**src/rtl/jogo_pkg.sv**
```systemverilog
// Shared definitions for the parametrised memory game: state encoding
// (also exported on db_estado) and the one-hot validity helper.
package jogo_pkg;

    typedef enum logic [4:0] {
        ST_INICIAL     = 5'd0,
        ST_PREPARA     = 5'd1,
        ST_MOSTRA      = 5'd2,
        ST_APAGA       = 5'd3,
        ST_ESPERA      = 5'd4,
        ST_REGISTRA    = 5'd5,
        ST_COMPARA     = 5'd6,
        ST_ESPERA_NOVA = 5'd7,
        ST_ESCREVE     = 5'd8,
        ST_PROX_RODADA = 5'd9,
        ST_FIM_ACERTO  = 5'd10,
        ST_FIM_ERRO    = 5'd11,
        ST_FIM_TIMEOUT = 5'd12
    } estado_t;

    localparam int ESTADO_W = 5;
    localparam int MAX_BOTOES = 8;

    // True when exactly one bit is set; callers zero-extend narrower moves.
    function automatic logic eh_one_hot(input logic [MAX_BOTOES-1:0] v);
        return (v != '0) && ((v & (v - 1'b1)) == '0);
    endfunction

endpackage

```
**src/rtl/jogo_memoria_fd.sv**
```systemverilog
// Datapath of the memory game: move RAM, round/address counters, LED and
// timeout counters, press edge detector and move comparator (JOGO_TIMEOUT_EN).
module jogo_memoria_fd
    import jogo_pkg::*;
#(
    parameter int N_BOTOES        = 4,
    parameter int N_RODADAS       = 16,
    parameter int TIMEOUT_CICLOS  = 3000,
    parameter int TEMPO_LED       = 1000,
    parameter int PRIMEIRA_JOGADA = 0
) (
    input  logic                          clock_i,
    input  logic                          reset_i,
    input  logic [N_BOTOES-1:0]           botoes_i,
    input  logic                          limpa_i,
    input  logic                          escreve_i,
    input  logic                          inc_endereco_i,
    input  logic                          clr_endereco_i,
    input  logic                          inc_rodada_i,
    input  logic                          conta_led_i,
    input  logic                          conta_tmo_i,
    input  logic                          carrega_jogada_i,
    output logic                          evento_o,
    output logic                          botoes_valido_o,
    output logic                          igual_o,
    output logic                          endereco_fim_o,
    output logic                          ultima_rodada_o,
    output logic                          led_fim_o,
    output logic                          timeout_o,
    output logic [N_BOTOES-1:0]           jogada_o,
    output logic [N_BOTOES-1:0]           mem_dado_o,
    output logic [$clog2(N_RODADAS)-1:0]  rodada_o
);

    localparam int AW = $clog2(N_RODADAS);
    localparam int LW = $clog2(TEMPO_LED + 1);
    localparam logic [N_BOTOES-1:0] PRIMEIRA_OH =
        {{(N_BOTOES-1){1'b0}}, 1'b1} << PRIMEIRA_JOGADA;

    logic [N_BOTOES-1:0] botoes_q;
    logic                or_ant_q;
    logic [N_BOTOES-1:0] jogada_q;
    logic [AW-1:0]       endereco_q, endereco_d;
    logic [AW-1:0]       rodada_q, rodada_d;
    logic [LW-1:0]       led_cnt_q, led_cnt_d;

    logic [N_BOTOES-1:0] mem [N_RODADAS];
    logic [N_BOTOES-1:0] rd_q;
    logic                we;
    logic [AW-1:0]       waddr;
    logic [N_BOTOES-1:0] wdata;

    // The edge detector always runs, so a button held across MOSTRA/APAGA
    // never produces a late event.
    assign evento_o        = (|botoes_q) && !or_ant_q;
    assign botoes_valido_o = eh_one_hot(MAX_BOTOES'(botoes_q));

    always_comb begin
        endereco_d = endereco_q;
        if (limpa_i || clr_endereco_i)
            endereco_d = '0;
        else if (inc_endereco_i)
            endereco_d = endereco_q + 1'b1;

        rodada_d = rodada_q;
        if (limpa_i)
            rodada_d = '0;
        else if (inc_rodada_i)
            rodada_d = rodada_q + 1'b1;

        led_cnt_d = '0;
        if (conta_led_i && !led_fim_o)
            led_cnt_d = led_cnt_q + 1'b1;

        we    = limpa_i || escreve_i;
        waddr = limpa_i ? '0 : rodada_q + 1'b1;
        wdata = limpa_i ? PRIMEIRA_OH : jogada_q;
    end

    always_ff @(posedge clock_i or posedge reset_i) begin
        if (reset_i) begin
            botoes_q   <= '0;
            or_ant_q   <= 1'b0;
            jogada_q   <= '0;
            endereco_q <= '0;
            rodada_q   <= '0;
            led_cnt_q  <= '0;
        end else begin
            botoes_q   <= botoes_i;
            or_ant_q   <= |botoes_q;
            if (carrega_jogada_i)
                jogada_q <= botoes_q;
            endereco_q <= endereco_d;
            rodada_q   <= rodada_d;
            led_cnt_q  <= led_cnt_d;
        end
    end

    // Read address is the next endereco with write bypass, so rd_q always
    // holds mem[endereco_q] even in the cycle right after a write.
    always_ff @(posedge clock_i) begin
        if (we)
            mem[waddr] <= wdata;
        if (we && (waddr == endereco_d))
            rd_q <= wdata;
        else
            rd_q <= mem[endereco_d];
    end

`ifdef JOGO_TIMEOUT_EN
    localparam int TW = $clog2(TIMEOUT_CICLOS + 1);
    logic [TW-1:0] tmo_cnt_q, tmo_cnt_d;

    assign tmo_cnt_d = conta_tmo_i ? tmo_cnt_q + 1'b1 : '0;
    assign timeout_o = conta_tmo_i && (tmo_cnt_q == TW'(TIMEOUT_CICLOS - 1));

    always_ff @(posedge clock_i or posedge reset_i) begin
        if (reset_i)
            tmo_cnt_q <= '0;
        else
            tmo_cnt_q <= tmo_cnt_d;
    end
`else
    assign timeout_o = conta_tmo_i & 1'b0;
`endif

    assign igual_o         = eh_one_hot(MAX_BOTOES'(jogada_q)) && (jogada_q == rd_q);
    assign endereco_fim_o  = (endereco_q == rodada_q);
    assign ultima_rodada_o = (rodada_q == AW'(N_RODADAS - 1));
    assign led_fim_o       = (led_cnt_q == LW'(TEMPO_LED - 1));
    assign jogada_o        = jogada_q;
    assign mem_dado_o      = rd_q;
    assign rodada_o        = rodada_q;

endmodule

```
**src/rtl/jogo_memoria_param.sv**
```systemverilog
// Parametrised memory game top: control FSM around jogo_memoria_fd.
// Timeout support is built only when JOGO_TIMEOUT_EN is defined.
module jogo_memoria_param
    import jogo_pkg::*;
#(
    parameter int N_BOTOES        = 4,
    parameter int N_RODADAS       = 16,
    parameter int TIMEOUT_CICLOS  = 3000,
    parameter int TEMPO_LED       = 1000,
    parameter int PRIMEIRA_JOGADA = 0
) (
    input  logic                          clock_i,
    input  logic                          reset_i,
    input  logic                          iniciar_i,
    input  logic                          modo_i,
    input  logic [N_BOTOES-1:0]           botoes_i,
    output logic [N_BOTOES-1:0]           leds_o,
    output logic                          pronto_o,
    output logic                          ganhou_o,
    output logic                          perdeu_o,
    output logic                          db_timeout_o,
    output logic [ESTADO_W-1:0]           db_estado_o,
    output logic [$clog2(N_RODADAS)-1:0]  db_rodada_o,
    output logic [N_BOTOES-1:0]           db_jogada_o
);

    estado_t estado_q;
    logic    modo_q;
    logic    pronto_q, ganhou_q, perdeu_q, db_timeout_q;

    logic limpa, escreve, inc_endereco, clr_endereco, inc_rodada;
    logic conta_led, conta_tmo, carrega_jogada;
    logic evento, botoes_valido, igual, endereco_fim, ultima_rodada;
    logic led_fim, timeout;
    logic [N_BOTOES-1:0] jogada, mem_dado;

    jogo_memoria_fd #(
        .N_BOTOES        (N_BOTOES),
        .N_RODADAS       (N_RODADAS),
        .TIMEOUT_CICLOS  (TIMEOUT_CICLOS),
        .TEMPO_LED       (TEMPO_LED),
        .PRIMEIRA_JOGADA (PRIMEIRA_JOGADA)
    ) u_fd (
        .clock_i          (clock_i),
        .reset_i          (reset_i),
        .botoes_i         (botoes_i),
        .limpa_i          (limpa),
        .escreve_i        (escreve),
        .inc_endereco_i   (inc_endereco),
        .clr_endereco_i   (clr_endereco),
        .inc_rodada_i     (inc_rodada),
        .conta_led_i      (conta_led),
        .conta_tmo_i      (conta_tmo),
        .carrega_jogada_i (carrega_jogada),
        .evento_o         (evento),
        .botoes_valido_o  (botoes_valido),
        .igual_o          (igual),
        .endereco_fim_o   (endereco_fim),
        .ultima_rodada_o  (ultima_rodada),
        .led_fim_o        (led_fim),
        .timeout_o        (timeout),
        .jogada_o         (jogada),
        .mem_dado_o       (mem_dado),
        .rodada_o         (db_rodada_o)
    );

    always_comb begin
        limpa          = (estado_q == ST_PREPARA);
        escreve        = (estado_q == ST_ESCREVE);
        inc_rodada     = (estado_q == ST_PROX_RODADA);
        conta_led      = (estado_q == ST_MOSTRA) || (estado_q == ST_APAGA);
        conta_tmo      = (estado_q == ST_ESPERA) || (estado_q == ST_ESPERA_NOVA);
        inc_endereco   = ((estado_q == ST_APAGA) && led_fim && !endereco_fim) ||
                         ((estado_q == ST_COMPARA) && igual && !endereco_fim);
        clr_endereco   = ((estado_q == ST_APAGA) && led_fim && endereco_fim) ||
                         (estado_q == ST_PROX_RODADA);
        carrega_jogada = evento && ((estado_q == ST_ESPERA) ||
                         ((estado_q == ST_ESPERA_NOVA) && botoes_valido));
    end

    always_ff @(posedge clock_i or posedge reset_i) begin
        if (reset_i) begin
            estado_q     <= ST_INICIAL;
            modo_q       <= 1'b0;
            pronto_q     <= 1'b0;
            ganhou_q     <= 1'b0;
            perdeu_q     <= 1'b0;
            db_timeout_q <= 1'b0;
        end else begin
            unique case (estado_q)
                ST_INICIAL:
                    if (iniciar_i) estado_q <= ST_PREPARA;
                ST_PREPARA: begin
                    modo_q   <= modo_i;
                    estado_q <= ST_MOSTRA;
                end
                ST_MOSTRA:
                    if (led_fim) estado_q <= ST_APAGA;
                ST_APAGA:
                    if (led_fim) estado_q <= endereco_fim ? ST_ESPERA : ST_MOSTRA;
                // A press beats a timeout landing on the same cycle.
                ST_ESPERA:
                    if (evento) begin
                        estado_q <= ST_REGISTRA;
                    end else if (timeout) begin
                        estado_q     <= ST_FIM_TIMEOUT;
                        pronto_q     <= 1'b1;
                        perdeu_q     <= 1'b1;
                        db_timeout_q <= 1'b1;
                    end
                ST_REGISTRA:
                    estado_q <= ST_COMPARA;
                ST_COMPARA:
                    if (!igual) begin
                        estado_q <= ST_FIM_ERRO;
                        pronto_q <= 1'b1;
                        perdeu_q <= 1'b1;
                    end else if (!endereco_fim) begin
                        estado_q <= ST_ESPERA;
                    end else if (ultima_rodada) begin
                        estado_q <= ST_FIM_ACERTO;
                        pronto_q <= 1'b1;
                        ganhou_q <= 1'b1;
                    end else begin
                        estado_q <= ST_ESPERA_NOVA;
                    end
                ST_ESPERA_NOVA:
                    if (evento && botoes_valido) begin
                        estado_q <= ST_ESCREVE;
                    end else if (timeout) begin
                        estado_q     <= ST_FIM_TIMEOUT;
                        pronto_q     <= 1'b1;
                        perdeu_q     <= 1'b1;
                        db_timeout_q <= 1'b1;
                    end
                ST_ESCREVE:
                    estado_q <= ST_PROX_RODADA;
                ST_PROX_RODADA:
                    estado_q <= modo_q ? ST_MOSTRA : ST_ESPERA;
                ST_FIM_ACERTO, ST_FIM_ERRO, ST_FIM_TIMEOUT:
                    if (iniciar_i) begin
                        estado_q     <= ST_PREPARA;
                        pronto_q     <= 1'b0;
                        ganhou_q     <= 1'b0;
                        perdeu_q     <= 1'b0;
                        db_timeout_q <= 1'b0;
                    end
                default:
                    estado_q <= ST_INICIAL;
            endcase
        end
    end

    always_comb begin
        leds_o = '0;
        case (estado_q)
            ST_MOSTRA:               leds_o = mem_dado;
            ST_REGISTRA, ST_ESCREVE: leds_o = jogada;
            default:                 leds_o = '0;
        endcase
    end

    assign pronto_o     = pronto_q;
    assign ganhou_o     = ganhou_q;
    assign perdeu_o     = perdeu_q;
    assign db_timeout_o = db_timeout_q;
    assign db_estado_o  = estado_q;
    assign db_jogada_o  = jogada;

endmodule

```
**config.mk**
```make
export PLATFORM = sky130hd
export DESIGN_NAME = jogo_memoria_param
export DESIGN_NICKNAME = d
export VERILOG_FILES = /design/src/rtl/jogo_pkg.sv /design/src/rtl/jogo_memoria_fd.sv /design/src/rtl/jogo_memoria_param.sv
export SDC_FILE = /design/constraint.sdc
export NUM_CORES = 1
export LEC_CHECK = 0
export ABC_CLOCK_PERIOD_IN_PS = 2900
export CELL_PAD_IN_SITES_DETAIL_PLACEMENT = 0
export CELL_PAD_IN_SITES_GLOBAL_PLACEMENT = 1
export CORE_UTILIZATION = 44
export DETAILED_ROUTE_END_ITERATION = 12
export GPL_ROUTABILITY_DRIVEN = 0
export GPL_TIMING_DRIVEN = 0
export HOLD_SLACK_MARGIN = 0.1
export MAX_ROUTING_LAYER = met4
export PLACE_DENSITY = 0.84
export SLEW_MARGIN = 25
export SYNTH_ARGS = -nofsm -noshare
export SYNTH_HDL_FRONTEND = slang
export SYNTH_SLANG_ARGS = --single-unit
```
**constraint.sdc**
```tcl
create_clock -name clock_i -period 2.9 [get_ports clock_i]
set_clock_uncertainty 0.15 [all_clocks]
set_input_delay 0.29 -clock clock_i [delete_from_list [all_inputs] [get_ports clock_i]]
set_output_delay 0.29 -clock clock_i [all_outputs]
set_load 0.1 [all_outputs]
```
==> results of run 1 <==
placed cells by master, fill, tap and decap left out, types with 10 or more instances in the layout:
master	Yosys	routed
edfxtp_1	64	64
nor2_1	51	50
nand2_1	34	34
dfrtp_1	35	32
clkdlybuf4s50_1	0	22
buf_4	2	18
a21oi_1	16	16
mux2i_1	20	16
o21ai_0	19	15
nand3_1	14	14
inv_1	14	13
mux4_2	12	12
clkbuf_1	12	10
xor2_1	10	10
cell families after synthesis:
family	synth area share, %
compound gates	10.1
xor+xnor	3.32
fa+ha+maj	0.748
buf+inv	3.47
flops	57.4
mux	10.7
other cells	0.0747
simple gates	14.2
power groups by stage:
| stage | sequential [W] | clock (W) | combinational (W) |
|---|---|---|---|
| 2_1_floorplan | 0.00257 | 0 | 0.00124 |
| 3_3_place_gp | 0.00200 | 0 | 0.00239 |
| 3_5_place_dp | 0.00200 | 0 | 0.00242 |
| 4_1_cts | 0.00197 | 0.00117 | 0.00250 |
| 5_1_grt | 0.00199 | 0.00122 | 0.00280 |
| 6_report | 0.00197 | 0.00114 | 0.00263 |
through the flow:
step                setup WS (ps)  util [%]  setup TNS, ps  std cells  instance area, sq um
finish                      -63.9      55.0           -242        623                  6040
global route                 -142      55.0          -1350        623                  6040
CTS                         -83.9      54.1           -515        619                  5940
detailed placement           -531      50.1          -4830        592                  5500
global placement             -512      50.1          -3730        592                  5500
floorplan                    23.0         -              0        426                  5060
worst min path at each step:
stage / startpoint / end / slack [ps] / depth (start not counted)
4_1_cts: botoes_i[3] / u_fd.botoes_q[3] / 220 / 1
6_report: reset_i / u_fd.botoes_q[1] / 230 / 2
2_1_floorplan: botoes_i[0] / u_fd.botoes_q[0] / 170 / 0
3_3_place_gp: u_fd.led_cnt_q[0] / u_fd.led_cnt_q[0] / 320 / 1
5_1_grt: botoes_i[0] / u_fd.botoes_q[0] / 230 / 1
3_5_place_dp: u_fd.led_cnt_q[0] / u_fd.led_cnt_q[0] / 330 / 1
sequential cells by signal (all words and copies together) (netlist names), named ones only:
| signal | flops |
|---|---|
| db_estado_o | 4 |
| ganhou_o | 1 |
| modo_q | 1 |
| perdeu_o | 1 |
| pronto_o | 1 |
| u_fd.botoes_q | 4 |
| u_fd.endereco_q | 4 |
| u_fd.jogada_o | 4 |
| u_fd.led_cnt_q | 10 |
| u_fd.mem | 64 |
| u_fd.or_ant_q | 1 |
| u_fd.rodada_o | 4 |
critical path, cell delays in order, from the launching register on:
cell and delay, ps:
dfxtp_4 380, buf_8 120, mux4_2 550, xor2_1 180, a2bb2oi_2 150, o211ai_1 160
or4b_4 600, or4_4 440, a41oi_2 160
per-layer routing:
metal  up-vias  share of wire, %  track usage (%)
met5         -                 0                -
met4         0              0.96             5.79
met3        10               4.0             3.77
met2       105                48             31.2
met1      1742                47             29.4
li1       1671                 -                -
layout make-up:
type	instances	area (sq um)	area share, %
Timing Repair Buffer	43	435	7.20
Inverter	14	52.6	0.870
Tap cell	140	175	2.90
Sequential cell	103	2890	47.9
Multi-Input combinational cell	285	2050	33.9
Clock buffer	9	225	3.73
Buffer	23	159	2.63
Clock inverter	6	53.8	0.890
repair_timing:
item / 4_1_cts / 5_1_grt
hold buffers: 0 / 0
resized for setup: 49 / 19
gates cloned: 0 / 0
pin swaps: 9 / 3
setup buffers: 13 / 4
endpoints found under the setup margin: 18 / 18
==> results.md, run 1 <==
- Syn avg cell area: 11.8 sq um
- Worst-margin pin slew: approximately 980 ps
- Peak VDD IR: 0.793 mV
- Initial Util: 45.7%
- Worst hold slack: 230 ps
- R2r endpoint: u_fd.endereco_q[3]
- Main synth FF type: edfxtp_1
- Ant diodes: 0
- Synth Cell Area: 5020 sq um
- Combinational share of power: 45.8%
- Critical Path Start Type: flip-flop
- Via count: 3528
- Total core area: 11000 sq um
- Area grow syn2layout: 20.4%
- Clock latency on the worst-skew pair: 350 ps
- Async S/R FF share, synth: 34.0%
- Chip height: 109 um
- Vias in the first global route: 3359
- Antenna violations before repair: 0
- Register-to-register path setup slack: -60 ps
- Share of cells above drive strength 1: 19.3%
- FP Rows: 38
- Register bit count reported by yosys: 103
- Sw frac: a little over two fifths
- Cell count after synthesis: 425
- DR vias/cell: roughly 5.7
- CP arrival: around 3100 ps
- Post-synth top cells: edfxtp_1 (64), nor2_1 (51), dfrtp_1 (35)
- Crit share post-route: 102%
- Crit path time final: roughly 3000 ps
- ANT nets after route: 0
- Tot GR Track Use: 21.0%
- Worst hold path type: input port to async pin
- Hold Fails Final Rpt: 0
- # setup viols final: 6
- Psw: 0.00251 W
- Wire per inst: 18.2 um
- Kind of end point of the critical path: flip-flop
- Largest net degree at the start of global routing: 36
- Outcome: finished with violations
- GR Overflow Total: 0
- R2r worst-path depth: 8
- First-pass GRT wire length: 17800 um
- Max cap viols: 0
- Clock tree buffer depth: 2
- CP required: 3010 ps
- Drt pass-1 iters: 5
- Detailed Route WL: about 11000 um
- Failing checks: negative setup slack
- Slew Viols, Final: 0
- Die width: 109 um
- Sequential Power Share: 34.3%
- Static Leak: 2.16 nW
- Synth top area cells: edfxtp_1 (38%), dfrtp_1 (17%), mux4_2 (5.4%)
- Pwr Total: 0.00575 W
- Root Driver: clkbuf_16
- CTS sink count: 103
- WS Path Type: flip-flop to flip-flop
- Die area: 11800 sq um
- Hpwl dp: 7950 um
- Htree depth: 3
- CTS clk-pin slew, worst paths: 70 ps
- Final WS setup: -63.9 ps
- EDFF count, synth: 64
- Ys Warns: 0
- Slew margin rel.: 34.5%
- Power per cell area: 951 nW/um^2
- Largest area contributor in the netlist: edfxtp_1
- Fillers: 907
- Most common cell in the synthesized netlist: edfxtp_1
- Synth top area share: a little under two fifths
- Fmax: 337 MHz
- Worst-path fanout max: 4
- TritonCTS buffer count: 9
- I/O Pins: 29
- Unrepaired setup endpoints after global routing: true
- Nets: 490
- Worst setup path end: u_fd.endereco_q[3]
- Clock power share: 19.9%
- I/O Buffers: 26
- CTS tree: built
- Cell Int Power: ~0.0032 W
- Initial DRC count: 316
- Post-synthesis sequential area ratio: 57.4%
- Netlist cell types: 58
- DRC: 0
Note: power is estimated with default switching activity, not from simulation.
==> run 2, diff against run 1 <==
Settings changed: ABC_CLOCK_PERIOD_IN_PS 2900 to 3700, CORE_UTILIZATION 44 to 52, PLACE_DENSITY 0.84 to 0.92.
Clock period 2.9 ns to 3.7 ns, I/O delays scaled along.
==> results.md, run 2 (synthesis gave the netlist of run 1 again) <==
- Root Driver: clkbuf_8
- Max cap viols: 0 (unchanged)
- Post-CTS Setup Inserts: 0 (-13)
- Unrepaired setup endpoints after global routing: false
- Largest net degree at the start of global routing: 36 (unchanged)
- Detailed Route WL: 10800 um (-4.8%)
- Peak VDD IR: 0.411 mV (-48%)
- Combinational share of power: 45.6% (-0.2 points)
- I/O Buffers: 26 (unchanged)
- Pwr Total: 0.00411 W (-29%)
- Die width: 100 um (-7.9%)
- Chip height: 100 um (-7.9%)
- I/O Pins: 29 (unchanged)
- Initial DRC count: 295 (-6.6%)
- Vias in the first global route: 3279 (-2.4%)
- Wire per inst: 18.1 um (-0.65%)
- Static Leak: 1.99 nW (-8.0%)
- Htree depth: 3 (unchanged)
- R2r worst-path depth: 9 (+1)
- Endpoint with the worst hold slack: u_fd.botoes_q[3]
- Sequential Power Share: 37.4% (+3.1 points)
- Kind of end point of the critical path: primary output
- Power per cell area: 729 nW/um^2 (-23%)
- Clock latency on the worst-skew pair: 380 ps (+30 ps)
- Via count: 3482 (-1.3%)
- Fillers: 770 (-15%)
- CTS sink count: 103 (unchanged)
- DRC: 0 (unchanged)
- CTS clk-pin slew, worst paths: 110 ps (+40 ps)
- R2r endpoint: u_fd.endereco_q[3]
- WS Path Type: flip-flop to primary output
- Fmax: 284 MHz
- WHS Path Cells: 1
- Commonest non-fill, non-tap cells in the layout: edfxtp_1 (64), nor2_1 (51), dfrtp_1 (35)
- Nets: 474 (-3.3%)
- Share of cells above drive strength 1: 11.5% (-7.7 points)
- Slew Viols, Final: 0 (unchanged)
- Largest register FFs: 64 (unchanged)
- Worst-margin pin slew: 1030 ps (+54.7 ps)
- Multi-input combinational cell area: 1970 sq um (-3.9%)
- Commonest non-fill, non-tap cell in the layout: edfxtp_1
- Biggest register: u_fd.mem
- Ant diodes: 0 (unchanged)
- Crit path time final: 3520 ps
- CP required: 3180 ps (+170 ps)
- Critical Path Start Type: flip-flop
- Crit share post-route: between 90% and 100%
- DR vias/cell: 5.83 (+3.0%)
- Register-to-register path setup slack: 220 ps (+280 ps)
- FP Rows: 35 (-7.9%)
- Total core area: 9280 sq um (-15%)
- Slowest cell on the critical path: dlygate4sd2_1
- Total negative slack: 0 ps (+242 ps)
- First-pass GRT wire length: 17300 um (-3.1%)
- Register Area: 2880 sq um (-0.52%)
- Tot GR Track Use: 23.7% (+2.8 points)
- Outcome: complete, no violations
- CP arrival: 3000 ps (-70 ps)
- Top Registers: u_fd.mem x64, u_fd.led_cnt_q x10
- # setup viols final: 0 (-6)
- Antenna violations before repair: 0 (unchanged)
- Worst hold path type: input port to flip-flop
- Post-Route Utilization: 60.6% (+5.6 points)
- Clock tree buffer depth: 2 (unchanged)
- Hpwl dp: 7630 um (-4.1%)
- Initial Util: 54.0% (+8.4 points)
- GR Overflow Total: 0 (unchanged)
- Max incr delay on CP: 590 ps (about the same)
- Clock power share: 17.1% (-2.8 points)
- Slew margin rel.: 30.1% (-4.4 points)
- Cell Int Power: 0.00220 W (-32%)
- Hold Fails Final Rpt: 0 (unchanged)
- Worst-path fanout max: 10 (+6)
- Area grow syn2layout: 12.2%
- Sw frac: 46.4% (+2.8 points)
- TritonCTS buffer count: 9 (unchanged)
- CP Cell Sequence: buf_2, mux4_2, mux2i_1, mux2i_1, a22o_1, a22o_1, dlygate4sd2_1
- Die area: 10000 sq um (-15%)
- Psw: 0.00190 W (-24%)
- ANT nets after route: 0 (unchanged)
- CTS tree: built
- Drt pass-1 iters: 4 (-1)
- HP Start: botoes_i[3]
[run 2: cell count changes in the layout (fill, tap and decap cells not counted), moves of 5 or more]
cell	change
buf_2	+5
buf_4	-16
clkbuf_16	-9
clkbuf_8	+8
[run 2: cell type report]
cell class	count	share of cell area (%)
Multi-Input combinational cell	285	35.0
Clock buffer	9	2.20
Inverter	14	0.934
Sequential cell	103	51.1
Timing Repair Buffer	26	4.40
Tap cell	129	2.87
Buffer	24	2.18
Clock inverter	7	1.31
[run 2: worst max-delay path by stage]
stage / to / start / cells past startpoint
after global placement: leds_o[2] / flip-flop / 8
after CTS: leds_o[2] / flip-flop / 8
after global routing: leds_o[0] / db_estado_o[1] / 6
after floorplan: u_fd.endereco_q[3] / u_fd.jogada_o[1] / 9
final: leds_o[0] / flip-flop / 7
after detailed placement: leds_o[2] / flip-flop / 8
[run 2: stage by stage]
step | hold slack (ps) | cell area [sq um] | instances | setup WS, ps
2_1_floorplan | 251 | 5020 | 426 | 356
3_3_place_gp | 324 | 5440 | 581 | 68.6
3_5_place_dp | 333 | 5440 | 581 | 31.1
4_1_cts | 264 | 5640 | 597 | 22.3
5_1_grt | 257 | 5630 | 597 | 12.8
6_report | 275 | 5630 | 597 | 176
[run 2: power by group through the flow]
stage	logic, W	clock network, W	registers, W
2_1_floorplan	0.000943	0	0.00201
3_3_place_gp	0.00183	0	0.00155
3_5_place_dp	0.00186	0	0.00156
4_1_cts	0.00186	0.000706	0.00153
5_1_grt	0.00199	0.000755	0.00155
6_report	0.00187	0.000700	0.00153
[run 2: worst max-delay path, delay by kind of cell, from the launching register on]
family | cells | cell delay [ps]
compound gates | 2 | 410
buf+inv | 2 | 920
flops | 1 | 350
mux | 3 | 950
[run 2: routing by layer]
layer	part of all wire, %	vias to the layer above	routed length (um)	GRT usage [%]
met1	46	1713	4970	33.1
met5	0	-	0	-
met4	1.9	0	200	9.48
li1	-	1642	-	-
met2	47	107	5130	34.8
met3	4.6	20	500	4.18
[run 2: repair_timing]
item,in CTS,in global routing
hold buffers,0,0
gates resized for setup,5,4
endpoints found under the setup margin,4,2
